===== config.mk =====
export PLATFORM = sky130hd
export DESIGN_NAME = pc_fetch_redirect_unit
export DESIGN_NICKNAME = d
export VERILOG_FILES = /design/src/rtl/fetch_pkg.sv /design/src/rtl/fetch_hold_buffer.sv /design/src/rtl/pc_fetch_redirect_unit.sv
export SDC_FILE = /design/constraint.sdc
export NUM_CORES = 1
export LEC_CHECK = 0
export CAP_MARGIN = 0
export CORE_MARGIN = 5
export CORE_UTILIZATION = 63
export DETAILED_ROUTE_END_ITERATION = 12
export DONT_BUFFER_PORTS = 1
export MAX_ROUTING_LAYER = met4
export PLACE_DENSITY = 0.79
export SLEW_MARGIN = 0
export SYNTH_ARGS = -nofsm -noshare
export SYNTH_HDL_FRONTEND = slang
export SYNTH_SLANG_ARGS = --single-unit

===== constraint.sdc =====
create_clock -name CLK -period 4.8 [get_ports CLK]
set_clock_uncertainty 0.05 [all_clocks]
set_input_delay 0.24 -clock CLK [delete_from_list [all_inputs] [get_ports CLK]]
set_output_delay 0.24 -clock CLK [all_outputs]
set_load 0.005 [all_outputs]

===== src/rtl/fetch_pkg.sv =====
// Shared definitions for the instruction-fetch front end.
//   fetch_state_e   : FETCH (request outstanding), HOLD (instruction parked
//                     while ID is stalled), DROP (finishing a wrong-path access)
//   NOP_INSTR       : canonical RISC-V NOP (addi x0, x0, 0) used to kill IF/ID
//   PC_STEP_DEFAULT : sequential PC increment
//   align_pc()      : clears the two low bits of a redirect target
package fetch_pkg;

    typedef enum logic [1:0] {
        FETCH = 2'd0,
        HOLD  = 2'd1,
        DROP  = 2'd2
    } fetch_state_e;

    localparam logic [31:0] NOP_INSTR       = 32'h0000_0013;
    localparam logic [31:0] PC_STEP_DEFAULT = 32'd4;

    function automatic logic [31:0] align_pc(input logic [31:0] pc);
        return {pc[31:2], 2'b00};
    endfunction

endpackage


===== src/rtl/fetch_hold_buffer.sv =====
// One-entry skid register for a fetched {pc, instr} pair that could not be
// handed to ID because of a stall.
// Ports:
//   clk, rst_n        : clock, async active-low reset (clears valid only)
//   load              : capture pc_in/instr_in, mark valid
//   drain             : entry consumed into IF/ID, mark empty
//   clear             : entry discarded by a redirect, mark empty
//   pc_in, instr_in   : pair to capture
//   valid, pc, instr  : current entry
module fetch_hold_buffer (
    input  logic        clk,
    input  logic        rst_n,
    input  logic        load,
    input  logic        drain,
    input  logic        clear,
    input  logic [31:0] pc_in,
    input  logic [31:0] instr_in,
    output logic        valid,
    output logic [31:0] pc,
    output logic [31:0] instr
);

    logic        r_valid;
    logic [31:0] r_pc;
    logic [31:0] r_instr;

    always_ff @(posedge clk or negedge rst_n) begin
        if (!rst_n) begin
            r_valid <= 1'b0;
        end else if (clear || drain) begin
            r_valid <= 1'b0;
        end else if (load) begin
            r_valid <= 1'b1;
        end
    end

    // Payload is meaningless while empty, so it carries no reset.
    always_ff @(posedge clk) begin
        if (load) begin
            r_pc    <= pc_in;
            r_instr <= instr_in;
        end
    end

    assign valid = r_valid;
    assign pc    = r_pc;
    assign instr = r_instr;

endmodule


===== src/rtl/pc_fetch_redirect_unit.sv =====
// Instruction-fetch front end and PC owner for the 5-stage pipeline.
// Fetches through a busywait-handshake memory, owns the IF/ID register,
// squashes wrong-path fetches on an EX redirect and parks a fetched
// instruction in a one-entry buffer while ID is stalled.
// Ports:
//   CLK, RESET_N                  : clock, async active-low reset
//   redirect_valid, redirect_pc   : taken branch/jump target from EX
//   stall                         : ID cannot accept, IF/ID holds
//   imem_req, imem_addr           : fetch request/address
//   imem_rdata, imem_busywait     : fetch data, memory-not-ready
//   ifid_valid/pc/instr           : IF/ID register
//   flush_idex                    : kills the ID->EX transfer on redirect
//   redirect_count                : cycles with redirect_valid high (wraps)
module pc_fetch_redirect_unit
    import fetch_pkg::*;
#(
    parameter logic [31:0] RESET_PC = 32'h0000_0000,
    parameter logic [31:0] PC_STEP  = PC_STEP_DEFAULT,
    parameter int          CNT_W    = 16
) (
    input  logic             CLK,
    input  logic             RESET_N,
    input  logic             redirect_valid,
    input  logic [31:0]      redirect_pc,
    input  logic             stall,
    output logic             imem_req,
    output logic [31:0]      imem_addr,
    input  logic [31:0]      imem_rdata,
    input  logic             imem_busywait,
    output logic             ifid_valid,
    output logic [31:0]      ifid_pc,
    output logic [31:0]      ifid_instr,
    output logic             flush_idex,
    output logic [CNT_W-1:0] redirect_count
);

    fetch_state_e     r_state;
    fetch_state_e     w_next_state;
    logic [31:0]      r_pc;
    logic [31:0]      r_pend_pc;
    logic             r_ifid_valid;
    logic [31:0]      r_ifid_pc;
    logic [31:0]      r_ifid_instr;
    logic [CNT_W-1:0] r_cnt;

    logic        w_req_state;
    logic        w_done;
    logic [31:0] w_redir_pc;
    logic        w_ifid_load_mem;
    logic        w_hold_load;
    logic        w_hold_drain;
    logic        w_hold_clear;
    logic        w_hold_valid;
    logic [31:0] w_hold_pc;
    logic [31:0] w_hold_instr;

    // Request is suppressed while reset is asserted so an in-flight access is
    // abandoned immediately rather than at the next edge.
    assign imem_req   = RESET_N & w_req_state;
    assign imem_addr  = r_pc;
    assign w_done     = imem_req & ~imem_busywait;
    assign w_redir_pc = align_pc(redirect_pc);

    // State register
    always_ff @(posedge CLK or negedge RESET_N) begin
        if (!RESET_N) begin
            r_state <= FETCH;
        end else begin
            r_state <= w_next_state;
        end
    end

    // Next-state logic
    always_comb begin
        w_next_state = r_state;
        case (r_state)
            FETCH: begin
                if (redirect_valid && !w_done)
                    w_next_state = DROP;
                else if (!redirect_valid && w_done && stall)
                    w_next_state = HOLD;
            end
            HOLD: begin
                if (redirect_valid || !stall)
                    w_next_state = FETCH;
            end
            DROP: begin
                if (w_done)
                    w_next_state = FETCH;
            end
            default: w_next_state = FETCH;
        endcase
    end

    // Output / strobe decode
    always_comb begin
        w_req_state     = (r_state != HOLD);
        w_ifid_load_mem = (r_state == FETCH) && !redirect_valid && w_done && !stall;
        w_hold_load     = (r_state == FETCH) && !redirect_valid && w_done && stall;
        w_hold_drain    = (r_state == HOLD) && !redirect_valid && !stall && w_hold_valid;
        w_hold_clear    = (r_state == HOLD) && redirect_valid;
    end

    // PC and pending-redirect target. In DROP the PC is frozen so the memory
    // sees a stable address until the abandoned access completes.
    always_ff @(posedge CLK or negedge RESET_N) begin
        if (!RESET_N) begin
            r_pc      <= RESET_PC;
            r_pend_pc <= 32'h0;
        end else begin
            case (r_state)
                FETCH: begin
                    if (redirect_valid) begin
                        if (w_done) r_pc      <= w_redir_pc;
                        else        r_pend_pc <= w_redir_pc;
                    end else if (w_done) begin
                        r_pc <= r_pc + PC_STEP;
                    end
                end
                HOLD: begin
                    if (redirect_valid) r_pc <= w_redir_pc;
                end
                DROP: begin
                    if (w_done)
                        r_pc <= redirect_valid ? w_redir_pc : r_pend_pc;
                    else if (redirect_valid)
                        r_pend_pc <= w_redir_pc;
                end
                default: ;
            endcase
        end
    end

    // IF/ID register: redirect beats stall beats load.
    always_ff @(posedge CLK or negedge RESET_N) begin
        if (!RESET_N) begin
            r_ifid_valid <= 1'b0;
            r_ifid_pc    <= 32'h0;
            r_ifid_instr <= NOP_INSTR;
        end else if (redirect_valid) begin
            r_ifid_valid <= 1'b0;
            r_ifid_instr <= NOP_INSTR;
        end else if (w_ifid_load_mem) begin
            r_ifid_valid <= 1'b1;
            r_ifid_pc    <= r_pc;
            r_ifid_instr <= imem_rdata;
        end else if (w_hold_drain) begin
            r_ifid_valid <= 1'b1;
            r_ifid_pc    <= w_hold_pc;
            r_ifid_instr <= w_hold_instr;
        end
    end

    always_ff @(posedge CLK or negedge RESET_N) begin
        if (!RESET_N) begin
            r_cnt <= '0;
        end else if (redirect_valid) begin
            r_cnt <= r_cnt + CNT_W'(1);
        end
    end

    fetch_hold_buffer u_hold (
        .clk      (CLK),
        .rst_n    (RESET_N),
        .load     (w_hold_load),
        .drain    (w_hold_drain),
        .clear    (w_hold_clear),
        .pc_in    (r_pc),
        .instr_in (imem_rdata),
        .valid    (w_hold_valid),
        .pc       (w_hold_pc),
        .instr    (w_hold_instr)
    );

    assign ifid_valid     = r_ifid_valid;
    assign ifid_pc        = r_ifid_pc;
    assign ifid_instr     = r_ifid_instr;
    assign flush_idex     = redirect_valid;
    assign redirect_count = r_cnt;

endmodule


After elaboration in Yosys (flattened, before gate mapping)
Index checks and enable logic that the tools add are counted.

Bits in read-only memories: 0. Input bits: 69. Word-level logic and storage cells: 79. Memories: 0. Bits in registers: 212. Bits in writable memories: 0. Latch bits: 0.

Eq/ne operators: 11. Divide/modulo/power cells: 0. Shift operators: 0. Order comparisons: 0. Reduce and logical (&&, ||, !) cells: 26. Bitwise logic cells: 4. $mul: 0. Multiplexer cells: 26. $add $sub $neg: 2.

Operators by type and width (number): 32-bit two-way mux (14); 32-bit case mux with 3 select lines (1); 32-bit case mux with 2 select lines (1); 32-bit by 3-bit adder with 32-bit output, second input constant (1); 16-bit by 1-bit adder with 16-bit output, second input constant (1); 2-bit != test, second input constant (7); 1-bit logical AND (11); 2-bit two-way mux (4); 4-bit AND reduction (2); 2-bit case mux with 3 select lines (1); 2-bit nonzero test (3); 3-bit nonzero test (2); 1-bit two-way mux (5); 1-bit zero test (3); 3-bit != test, second input constant (1); 3-bit AND reduction (1); 1-bit bitwise AND (2); 2-bit by 1-bit == test with 1-bit output, second input constant (1); 2-bit == test, second input constant (1); 2-bit zero test (1); 1-bit logical OR (2); 2-bit by 1-bit != test with 1-bit output, second input constant (1); 1-bit NOT (2); 2-bit AND reduction (1).

Logic depth before layout (Yosys ltp)
Gate-level depths: netlist of run 1.

Depth after elaboration: 8. Mapped depth: 10. Gate-level depth less buffers: 7.

Modules after synthesis
From an unflattened synthesis of run 1, not the netlist that was laid out.

Cells, all modules: 883. Area total of the unflattened synthesis: 9760.6 µm².

By module, submodules not included: pc_fetch_redirect_unit (cells each 816, area each 7800.0 µm², times used 1); fetch_hold_buffer (cells each 67, area each 1960.6 µm², times used 1).

Worst setup path after synthesis of run 1
OpenSTA, ideal clock, no wires.

Path type: input to register. Start: in redirect_valid. End: reg u_hold.r_instr[0] (netlist: u_hold.instr[0]) (enable). Buffers on the path: 4. Data required time: 4.264 ns. Cell stages on the path: 6. Slack: 0.502 ns. Data arrival time: 3.762 ns. Path through: buf_2 -> clkbuf_1 -> buf_2 -> buf_2 -> nand2b_1 -> nor2_1.

Cells in the longest elaborated chain, start to end: 4.

Ends and longest elaborated chain: from (decl) (line pc_fetch_redirect_unit.sv:23) `input logic redirect_valid,`; 1-bit zero test (line pc_fetch_redirect_unit.sv:99) `w_hold_load = (r_state == FETCH) && !redirect_valid && w_done && stall;`; 1-bit logical AND (3 in series) (line pc_fetch_redirect_unit.sv:99); net u_hold.load (line fetch_hold_buffer.sv:13) `input logic load,`; to (signal assigned) (line fetch_hold_buffer.sv:41) `r_instr <= instr_in;`; to (decl) (line fetch_hold_buffer.sv:25) `logic [31:0] r_instr;`.

The timed path passes the listed nets, and every way through them passes these cells. A chain may end at the register's enable or synchronous reset.

Worst setup path in the final report of run 1
Start: reg r_state[0]. End: reg r_pc[14] (netlist: imem_addr[14]).

Cells in the longest elaborated chain, start to end: 5.

Ends and longest elaborated chain: from (decl) (line pc_fetch_redirect_unit.sv:37) `fetch_state_e r_state;`; from (signal assigned) (line pc_fetch_redirect_unit.sv:69) `r_state <= w_next_state;`; 2-bit by 1-bit != test with 1-bit output (line pc_fetch_redirect_unit.sv:97) `w_req_state = (r_state != HOLD);`; 1-bit bitwise AND (line pc_fetch_redirect_unit.sv:59) `assign imem_req = RESET_N & w_req_state;`; 1-bit bitwise AND (line pc_fetch_redirect_unit.sv:61) `assign w_done = imem_req & ~imem_busywait;`; 2-bit != test (no line); 4-bit AND reduction (no line); to (signal assigned) (line pc_fetch_redirect_unit.sv:114) `if (w_done) r_pc <= w_redir_pc;`; to (signal assigned) (line pc_fetch_redirect_unit.sv:117) `r_pc <= r_pc + PC_STEP;`; to (signal assigned) (line pc_fetch_redirect_unit.sv:121) `if (redirect_valid) r_pc <= w_redir_pc;`; to (decl) (line pc_fetch_redirect_unit.sv:39) `logic [31:0] r_pc;`.

Several ways; a longest one is shown, not always the timed one.

==> impl_metrics.prom, run 1 <==
# TYPE chip_impl_metric gauge
chip_impl_info{name="status",value="completed"} 1
chip_impl_metric{name="post_synth_num_cell_types",unit=""} 59
chip_impl_metric{name="worst_slew_pin_slew",unit="ns"} 1.33
chip_impl_info{name="timing_worst_setup_path_type",value="reg -> reg"} 1
chip_impl_metric{name="timing.critical_path.required",unit="ns"} 5.11
chip_impl_metric{name="worstPathMaxFanout",unit=""} 23
chip_impl_metric{name="setup_total_negative_slack",unit="ns"} 0
chip_impl_metric{name="floorplan.die_area",unit="um2"} 17600
chip_impl_metric{name="start_util",unit="%"} 64.8
chip_impl_metric{name="synth_mux_area_share",unit="%"} 4.36
chip_impl_metric{name="grt_max_degree",unit=""} 149
chip_impl_metric{name="clock_path_buffers",unit=""} 3
chip_impl_metric{name="track_usage",unit="%"} 29.9
chip_impl_metric{name="post_cts_buffers",unit=""} 0
chip_impl_metric{name="internal_power",unit="uW"} 4180
chip_impl_metric{name="max_clock_freq",unit="MHz"} 336
chip_impl_info{name="cts_tree",value="built"} 1
chip_impl_metric{name="antenna-diode-count",unit=""} 0
chip_impl_metric{name="drc_violation_count_after_routing",unit=""} 0
chip_impl_metric{name="maxCapViolations",unit=""} 0
chip_impl_info{name="layout_common_cells",value="sky130_fd_sc_hd__dfrtp_1 (145), sky130_fd_sc_hd__nand2_1 (98), sky130_fd_sc_hd__dlygate4sd3_1 (67)"} 1
chip_impl_metric{name="postPlaceCellArea",unit="um2"} 9560
chip_impl_metric{name="syn-num-nets",unit=""} 904
chip_impl_metric{name="stdcell_count",unit=""} 1068
chip_impl_metric{name="insertion_delay",unit="ns"} 0.51
chip_impl_metric{name="final_max_slew_viol_count",unit=""} 0
chip_impl_metric{name="numCtsBuffers",unit=""} 22
chip_impl_metric{name="die_width",unit="um"} 133
chip_impl_metric{name="routed-via-count",unit=""} 7315
chip_impl_info{name="slowest_stage",value="sky130_fd_sc_hd__o221ai_2"} 1
chip_impl_metric{name="io-pin-count",unit=""} 184
chip_impl_metric{name="number_of_synthesized_flops_with_an_enable_pin",unit=""} 64
chip_impl_info{name="root_buffer_selected_by_cts",value="sky130_fd_sc_hd__clkbuf_16"} 1
chip_impl_metric{name="drtIter0Drc",unit=""} 875
chip_impl_info{name="final_common_cell",value="sky130_fd_sc_hd__dfrtp_1"} 1
chip_impl_metric{name="total_leakage_power",unit="uW"} 0.00470
chip_impl_info{name="reg2reg_from",value="r_state[0]"} 1
chip_impl_metric{name="synthSimpleGateAreaFrac",unit="%"} 11.3
chip_impl_metric{name="ir_worst_vdd",unit="uV"} 475
chip_impl_metric{name="ff2ff_setup_slack",unit="ns"} 1.82
chip_impl_metric{name="drt_first_pass_iters",unit=""} 9
chip_impl_info{name="endpoint_kind",value="flip-flop"} 1
chip_impl_info{name="min-delay-start",value="stall"} 1
chip_impl_metric{name="p_per_area",unit="nW/um2"} 599
chip_impl_metric{name="grt-ovfl-total",unit=""} 0
chip_impl_metric{name="ant_nets",unit=""} 0
chip_impl_metric{name="pwr-share-comb",unit="%"} 28.0
chip_impl_metric{name="synth-compound-area-share",unit="%"} 17.8
chip_impl_metric{name="htree_levels",unit=""} 1
chip_impl_info{name="worst_path_dominant_cell_family",value="compound AO/OA/AOI/OAI gates"} 1
chip_impl_metric{name="hold_viol",unit=""} 0
chip_impl_metric{name="synth-xor-area-share",unit="%"} 1.85
chip_impl_info{name="synth_top_family_by_area",value="compound AO/OA/AOI/OAI gates"} 1
chip_impl_metric{name="post-route-period-util",unit="%"} 62.1
chip_impl_metric{name="netlist_area",unit="um2"} 9490
chip_impl_info{name="yosys_most_used_dff",value="sky130_fd_sc_hd__dfrtp_1"} 1
chip_impl_metric{name="area_of_the_placeable_core",unit="um2"} 14600
chip_impl_metric{name="setup_viol",unit=""} 0
chip_impl_metric{name="yosysSeqAreaShare",unit="%"} 59.3
chip_impl_info{name="hp-class",value="in -> reg"} 1
chip_impl_info{name="critical_path.cell_chain",value="inv_1 -> ha_1 -> nor2_1 -> o221ai_2 -> buf_4 -> o22a_1 -> o21ai_0"} 1
chip_impl_metric{name="final_net_count",unit=""} 943
chip_impl_info{name="worst_r2r_end",value="imem_addr[14]"} 1
chip_impl_metric{name="numPlacedInstances",unit=""} 960
chip_impl_info{name="worstSetupStartpoint",value="r_state[0]"} 1
chip_impl_metric{name="post_synth_inst_count",unit=""} 829
chip_impl_metric{name="grt_first_pass_wirelength",unit="um"} 41300
chip_impl_metric{name="total_switching_power",unit="uW"} 2400
chip_impl_metric{name="worstRegToRegCells",unit=""} 7
chip_impl_metric{name="worst_hold_path.num_cells",unit=""} 3
chip_impl_metric{name="slew-limit-headroom",unit="%"} 11.4
chip_impl_metric{name="clk_transition_reported_paths",unit="ns"} 0.06
chip_impl_metric{name="fillerInstances",unit=""} 925
chip_impl_metric{name="cp_num_cells",unit=""} 7
chip_impl_metric{name="place.gp.congestion",unit=""} 0.852
chip_impl_metric{name="floorplan.rows",unit=""} 44
chip_impl_metric{name="post_synth_fa_ha_maj_area_fraction",unit="%"} 0.791
chip_impl_metric{name="power_switching_share",unit="%"} 36.5
chip_impl_info{name="hold-path-endpoint",value="ifid_pc[17]"} 1
chip_impl_metric{name="clock_power_share",unit="%"} 26.2
chip_impl_metric{name="final-seq-area",unit="um2"} 5630
chip_impl_metric{name="worst-endpoint-arrival",unit="ns"} 3.29
chip_impl_metric{name="synth.yosys.warnings",unit=""} 0
chip_impl_metric{name="multiInputGateArea",unit="um2"} 3460
chip_impl_metric{name="vias_per_cell",unit=""} 6.85
chip_impl_metric{name="wl",unit="um"} 26100
chip_impl_metric{name="chipHeight",unit="um"} 133
chip_impl_metric{name="post_synth.cell_area_avg",unit="um2"} 11.4
chip_impl_metric{name="worstPathBufferInverterCount",unit=""} 2
chip_impl_metric{name="grt_pass1_vias",unit=""} 7227
chip_impl_metric{name="crit_path_max_incr_delay",unit="ns"} 0.86
chip_impl_metric{name="post-dp-hpwl",unit="um"} 15500
chip_impl_metric{name="portBuffers",unit=""} 0
chip_impl_metric{name="final_area",unit="um2"} 11000
chip_impl_metric{name="flop_pwr_share",unit="%"} 45.8
chip_impl_metric{name="wl_per_cell",unit="um"} 24.5
chip_impl_metric{name="final_period_minus_worst_setup_slack",unit="ns"} 2.98
chip_impl_metric{name="asyncSetResetFlopFracSynth",unit="%"} 69.8
chip_impl_metric{name="clock_sinks",unit=""} 212
chip_impl_metric{name="synth_seq_cells",unit=""} 212
chip_impl_metric{name="syn2layout_area_growth",unit="%"} 15.9
chip_impl_metric{name="antenna_violations_before_repair",unit=""} 0
chip_impl_info{name="timing.critical_path.from_type",value="flip-flop"} 1
chip_impl_info{name="grt_setup_unrepaired",value="false"} 1
chip_impl_metric{name="drive_above_1_share",unit="%"} 10.7
-- worst max-delay path by stage --
stage	endpoint	slack [ns]
3_3_place_gp	imem_addr[14]	2.01
3_5_place_dp	imem_addr[14]	1.92
2_1_floorplan	u_hold.instr[0]	0.50
6_report	imem_addr[14]	1.82
4_1_cts	imem_addr[14]	1.87
5_1_grt	imem_addr[14]	1.67
-- final cells by class --
| cell class | instances | share of cell area, % |
|---|---|---|
| timing repair buffer | 78 | 7.03 |
| clock inverter | 8 | 0.921 |
| multi-input combinational | 510 | 31.5 |
| tap | 184 | 2.09 |
| sequential | 212 | 51.2 |
| clock buffer | 32 | 5.80 |
| inverter | 44 | 1.50 |
-- repair_timing --
| action | CTS | global route |
|---|---|---|
| hold buffers | 68 | 0 |
| gates resized for setup | 0 | 0 |
| hold endpoints to repair | 262 | 0 |
-- registers in the layout, indices dropped and copies added (netlist names) --
register,flops
imem_addr,32
r_pend_pc,32
u_hold.instr,32
u_hold.valid,1
u_hold.pc,32
redirect_count,16
ifid_pc,32
ifid_instr,32
ifid_valid,1
r_state,2
-- routing by layer --
metal | vias up | track usage, % | wire length (um)
met5 | - | - | 0
met4 | 0 | 8.08 | 637
met2 | 400 | 46.9 | 12400
met1 | 3672 | 38.8 | 10300
met3 | 41 | 8.62 | 2790
li1 | 3202 | - | -
-- worst reg2reg max path, delay by kind of cell (launching register included) --
| kind | cells | cell delay [ns] |
|---|---|---|
| DFF | 1 | 0.43 |
| AOI/OAI and AO/OA | 3 | 1.10 |
| and+or+nand+nor | 1 | 0.20 |
| buffers and inverters | 2 | 0.51 |
| adders and majority gates | 1 | 0.56 |
-- logic make-up after synthesis --
family,Yosys count
flip-flops,212
multiplexers,37
AO/OA/AOI/OAI,229
XOR/XNOR,20
buffers and inverters,107
AND/OR/NAND/NOR,218
adder cells (fa/ha/maj),6
-- per-stage QoR --
| step | setup WS, ns | total power, uW | hold slack [ns] | util, % |
|---|---|---|---|---|
| 2_1_floorplan | 0.502 | 4160 | -0.106 | - |
| 3_3_place_gp | 2.01 | 4620 | -0.102 | 65.3 |
| 3_5_place_dp | 1.92 | 4730 | -0.103 | 65.3 |
| 4_1_cts | 1.87 | 6540 | 0.00119 | 75.1 |
| 5_1_grt | 1.67 | 6930 | 0.00859 | 75.1 |
| 6_report | 1.82 | 6580 | 0.0177 | 75.1 |
-- Yosys cell counts (all sizes together) (17+ instances only) --
library cell / number / share of area (%)
o21ai: 30 / 1.6
clkbuf: 34 / 1.4
inv: 44 / 1.7
a22oi: 50 / 4.0
nand3: 17 / 0.90
buf: 29 / 1.5
mux2: 35 / 4.2
nor2: 24 / 0.95
dfrtp: 145 / 38
edfxtp: 64 / 20
a222oi: 33 / 3.5
a21oi: 33 / 1.7
nand2: 98 / 3.9
-- power by group through the flow --
stage / sequential [uW] / combinational, uW / clock, uW
after CTS: 3000 / 1800 / 1730
after floorplan: 2760 / 1400 / 0
after global routing: 3070 / 2030 / 1830
after global placement: 2980 / 1640 / 0
final: 3020 / 1840 / 1730
after detailed placement: 3030 / 1700 / 0
Power figures use the tool's default switching activity.
==> run 2: changes to the inputs <==
--- a/config.mk
+++ b/config.mk
@@ -7,11 +7,11 @@
 export LEC_CHECK = 0
 export CAP_MARGIN = 0
 export CORE_MARGIN = 5
-export CORE_UTILIZATION = 63
+export CORE_UTILIZATION = 57
 export DETAILED_ROUTE_END_ITERATION = 12
 export DONT_BUFFER_PORTS = 1
 export MAX_ROUTING_LAYER = met4
-export PLACE_DENSITY = 0.79
+export PLACE_DENSITY = 0.75
 export SLEW_MARGIN = 0
 export SYNTH_ARGS = -nofsm -noshare
 export SYNTH_HDL_FRONTEND = slang
==> constraint.sdc (replaced) <==
create_clock -name CLK -period 2.4 [get_ports CLK]
set_clock_uncertainty 0.05 [all_clocks]
set_input_delay 0.12 -clock CLK [delete_from_list [all_inputs] [get_ports CLK]]
set_output_delay 0.12 -clock CLK [all_outputs]
set_load 0.005 [all_outputs]
==> impl_metrics.prom, run 2 (synthesized netlist as in run 1, its figures left out) <==
# TYPE chip_impl_metric gauge
chip_impl_info{name="status",value="complete, but fails checks"} 1
chip_impl_info{name="failing_checks",value="hold timing"} 1
chip_impl_info{name="layout_common_cells",value="sky130_fd_sc_hd__dfrtp_1 (144), sky130_fd_sc_hd__nand2_1 (98), sky130_fd_sc_hd__dlygate4sd3_1 (67)"} 1
chip_impl_info{name="root_buffer_selected_by_cts",value="sky130_fd_sc_hd__clkbuf_16"} 1
chip_impl_metric{name="power_switching_share",unit="%"} 35.7
chip_impl_metric{name="worst_slew_pin_slew",unit="ns"} 0.787
chip_impl_metric{name="clock_sinks",unit=""} 212
chip_impl_info{name="endpoint_kind",value="flip-flop"} 1
chip_impl_metric{name="floorplan.rows",unit=""} 47
chip_impl_metric{name="clock_power_share",unit="%"} 24.1
chip_impl_metric{name="wl_per_cell",unit="um"} 22.9
chip_impl_info{name="reg2reg_from",value="r_state[0]"} 1
chip_impl_metric{name="slew-limit-headroom",unit="%"} 47.3
chip_impl_info{name="topmost_layer_with_routed_signal_wires",value="met4"} 1
chip_impl_metric{name="cp_num_cells",unit=""} 8
chip_impl_metric{name="setup_viol",unit=""} 0
chip_impl_metric{name="drive_above_1_share",unit="%"} 14.7
chip_impl_metric{name="portBuffers",unit=""} 0
chip_impl_metric{name="start_util",unit="%"} 57.6
chip_impl_metric{name="die_width",unit="um"} 139
chip_impl_metric{name="wl",unit="um"} 26100
chip_impl_metric{name="syn2layout_area_growth",unit="%"} 20.2
chip_impl_metric{name="route.met2.wl",unit="um"} 12400
chip_impl_metric{name="grt-ovfl-total",unit=""} 0
chip_impl_metric{name="clk_transition_reported_paths",unit="ns"} 0.06
chip_impl_metric{name="hold_viol",unit=""} 148
chip_impl_metric{name="met1_length",unit="um"} 10900
chip_impl_metric{name="ff2ff_setup_slack",unit="ns"} 0.13
chip_impl_metric{name="final_max_slew_viol_count",unit=""} 0
chip_impl_metric{name="crit_path_max_incr_delay",unit="ns"} 0.39
chip_impl_metric{name="layout.core_utilization",unit="%"} 69.3
chip_impl_metric{name="grt_pass1_vias",unit=""} 7221
chip_impl_metric{name="flop_pwr_share",unit="%"} 43.0
chip_impl_metric{name="antenna-diode-count",unit=""} 0
chip_impl_info{name="slowest_stage",value="sky130_fd_sc_hd__dfrtp_1"} 1
chip_impl_metric{name="total_leakage_power",unit="uW"} 0.00489
chip_impl_metric{name="final_net_count",unit=""} 979
chip_impl_info{name="hp-class",value="in -> async"} 1
chip_impl_metric{name="wl_met3",unit="um"} 2400
chip_impl_metric{name="ir_worst_vdd",unit="uV"} 750
chip_impl_metric{name="insertion_delay",unit="ns"} 0.49
chip_impl_info{name="critical_path.most_common_cell",value="sky130_fd_sc_hd__nor3_4"} 1
chip_impl_info{name="final_common_cell",value="sky130_fd_sc_hd__dfrtp_1"} 1
chip_impl_info{name="timing.critical_path.from_type",value="flip-flop"} 1
chip_impl_metric{name="htree_levels",unit=""} 1
chip_impl_info{name="critical_path.cell_chain",value="buf_4 -> ha_4 -> nand4bb_4 -> nor3_4 -> nor3_4 -> buf_12 -> a222oi_1 -> inv_1"} 1
chip_impl_metric{name="clock_path_buffers",unit=""} 3
chip_impl_metric{name="drc_violation_count_after_routing",unit=""} 0
chip_impl_metric{name="numCtsBuffers",unit=""} 22
chip_impl_metric{name="drtIter0Drc",unit=""} 807
chip_impl_metric{name="area_of_the_placeable_core",unit="um2"} 16500
chip_impl_metric{name="pwr-share-comb",unit="%"} 32.9
chip_impl_metric{name="final_period_minus_worst_setup_slack",unit="ns"} 2.27
chip_impl_metric{name="worstPathBufferInverterCount",unit=""} 3
chip_impl_metric{name="routed-via-count",unit=""} 7272
chip_impl_metric{name="internal_power",unit="uW"} 8620
chip_impl_metric{name="grt_max_degree",unit=""} 153
chip_impl_info{name="worstSetupStartpoint",value="r_state[0]"} 1
chip_impl_info{name="cts_tree",value="built"} 1
chip_impl_metric{name="whs",unit="ns"} -0.728
chip_impl_metric{name="worstRegToRegCells",unit=""} 8
chip_impl_metric{name="total_switching_power",unit="uW"} 4790
chip_impl_metric{name="max_clock_freq",unit="MHz"} 440
chip_impl_info{name="critical_path.endpoint",value="ifid_instr[7]"} 1
chip_impl_metric{name="worst-endpoint-arrival",unit="ns"} 2.57
chip_impl_info{name="worst_r2r_end",value="ifid_instr[7]"} 1
chip_impl_metric{name="vias_per_cell",unit=""} 6.38
chip_impl_metric{name="timing.critical_path.required",unit="ns"} 2.70
chip_impl_metric{name="floorplan.die_area",unit="um2"} 19300
chip_impl_metric{name="place.gp.congestion",unit=""} 0.828
chip_impl_metric{name="drt_first_pass_iters",unit=""} 8
chip_impl_metric{name="post-route-period-util",unit="%"} 94.6
chip_impl_info{name="timing_worst_setup_path_type",value="reg -> reg"} 1
chip_impl_metric{name="track_usage",unit="%"} 26.5
chip_impl_metric{name="grt_first_pass_wirelength",unit="um"} 41000
chip_impl_metric{name="antenna_violations_before_repair",unit=""} 0
chip_impl_metric{name="maxCapViolations",unit=""} 0
chip_impl_metric{name="post-route-worst-setup-slack",unit="ns"} 0.130
chip_impl_metric{name="post-dp-hpwl",unit="um"} 16400
chip_impl_metric{name="io-pin-count",unit=""} 184
chip_impl_metric{name="p_per_area",unit="nW/um2"} 1170
chip_impl_metric{name="chipHeight",unit="um"} 139
chip_impl_metric{name="pre_cts_slack",unit="ns"} 0.126
chip_impl_metric{name="ant_nets",unit=""} 0
chip_impl_metric{name="worstPathMaxFanout",unit=""} 16
chip_impl_info{name="worst_path_dominant_cell_family",value="simple AND/OR/NAND/NOR gates"} 1
==> run 2: power groups by stage <==
stage | logic (uW) | registers [uW] | clock network, uW
6_report | 4410 | 5770 | 3230
5_1_grt | 4820 | 5890 | 3450
2_1_floorplan | 2830 | 5530 | 0
3_5_place_dp | 4080 | 5820 | 0
3_3_place_gp | 3910 | 5730 | 0
4_1_cts | 4260 | 5760 | 3280
==> run 2: worst min-delay path by stage <==
stage / end / slack, ns / cells past startpoint / start
2_1_floorplan: ifid_instr[10] / -0.23 / 0 / RESET_N
3_3_place_gp: ifid_instr[10] / -0.22 / 0 / RESET_N
3_5_place_dp: ifid_instr[11] / -0.22 / 0 / RESET_N
4_1_cts: ifid_instr[6] / -0.74 / 0 / RESET_N
5_1_grt: ifid_instr[11] / -0.75 / 0 / RESET_N
6_report: ifid_instr[11] / -0.73 / 0 / RESET_N
==> run 2: stage by stage <==
step	total power [uW]	setup TNS (ns)	instance area, um2	cells
floorplan	8350	-1.56	9540	829
global placement	9650	0	9940	1028
detailed placement	9900	0	9940	1028
CTS	13300	0	11300	1135
global route	14100	-0.00347	11400	1140
finish	13400	0	11400	1140
==> run 2: repair_timing <==
action / in CTS / in global routing
hold buffers: 67 / 1
resized for setup: 0 / 9
setup buffers: 0 / 3
endpoints found under the hold margin: 276 / 151
setup endpoints to repair: 0 / 45
==> run 2: layer usage <==
layer	vias to the layer above	global-route usage [%]
li1	3266	-
met3	39	6.00
met4	0	6.13
met5	-	-
met1	3617	36.7
met2	350	40.7
==> run 2: final cells by class <==
cell class / instances / area (um2)
inverter: 44 / 165
timing repair buffer: 113 / 1120
clock inverter: 6 / 30.0
sequential: 212 / 5630
tap: 220 / 275
multi-input combinational: 511 / 3530
fill: 1196 / 5050
clock buffer: 34 / 667
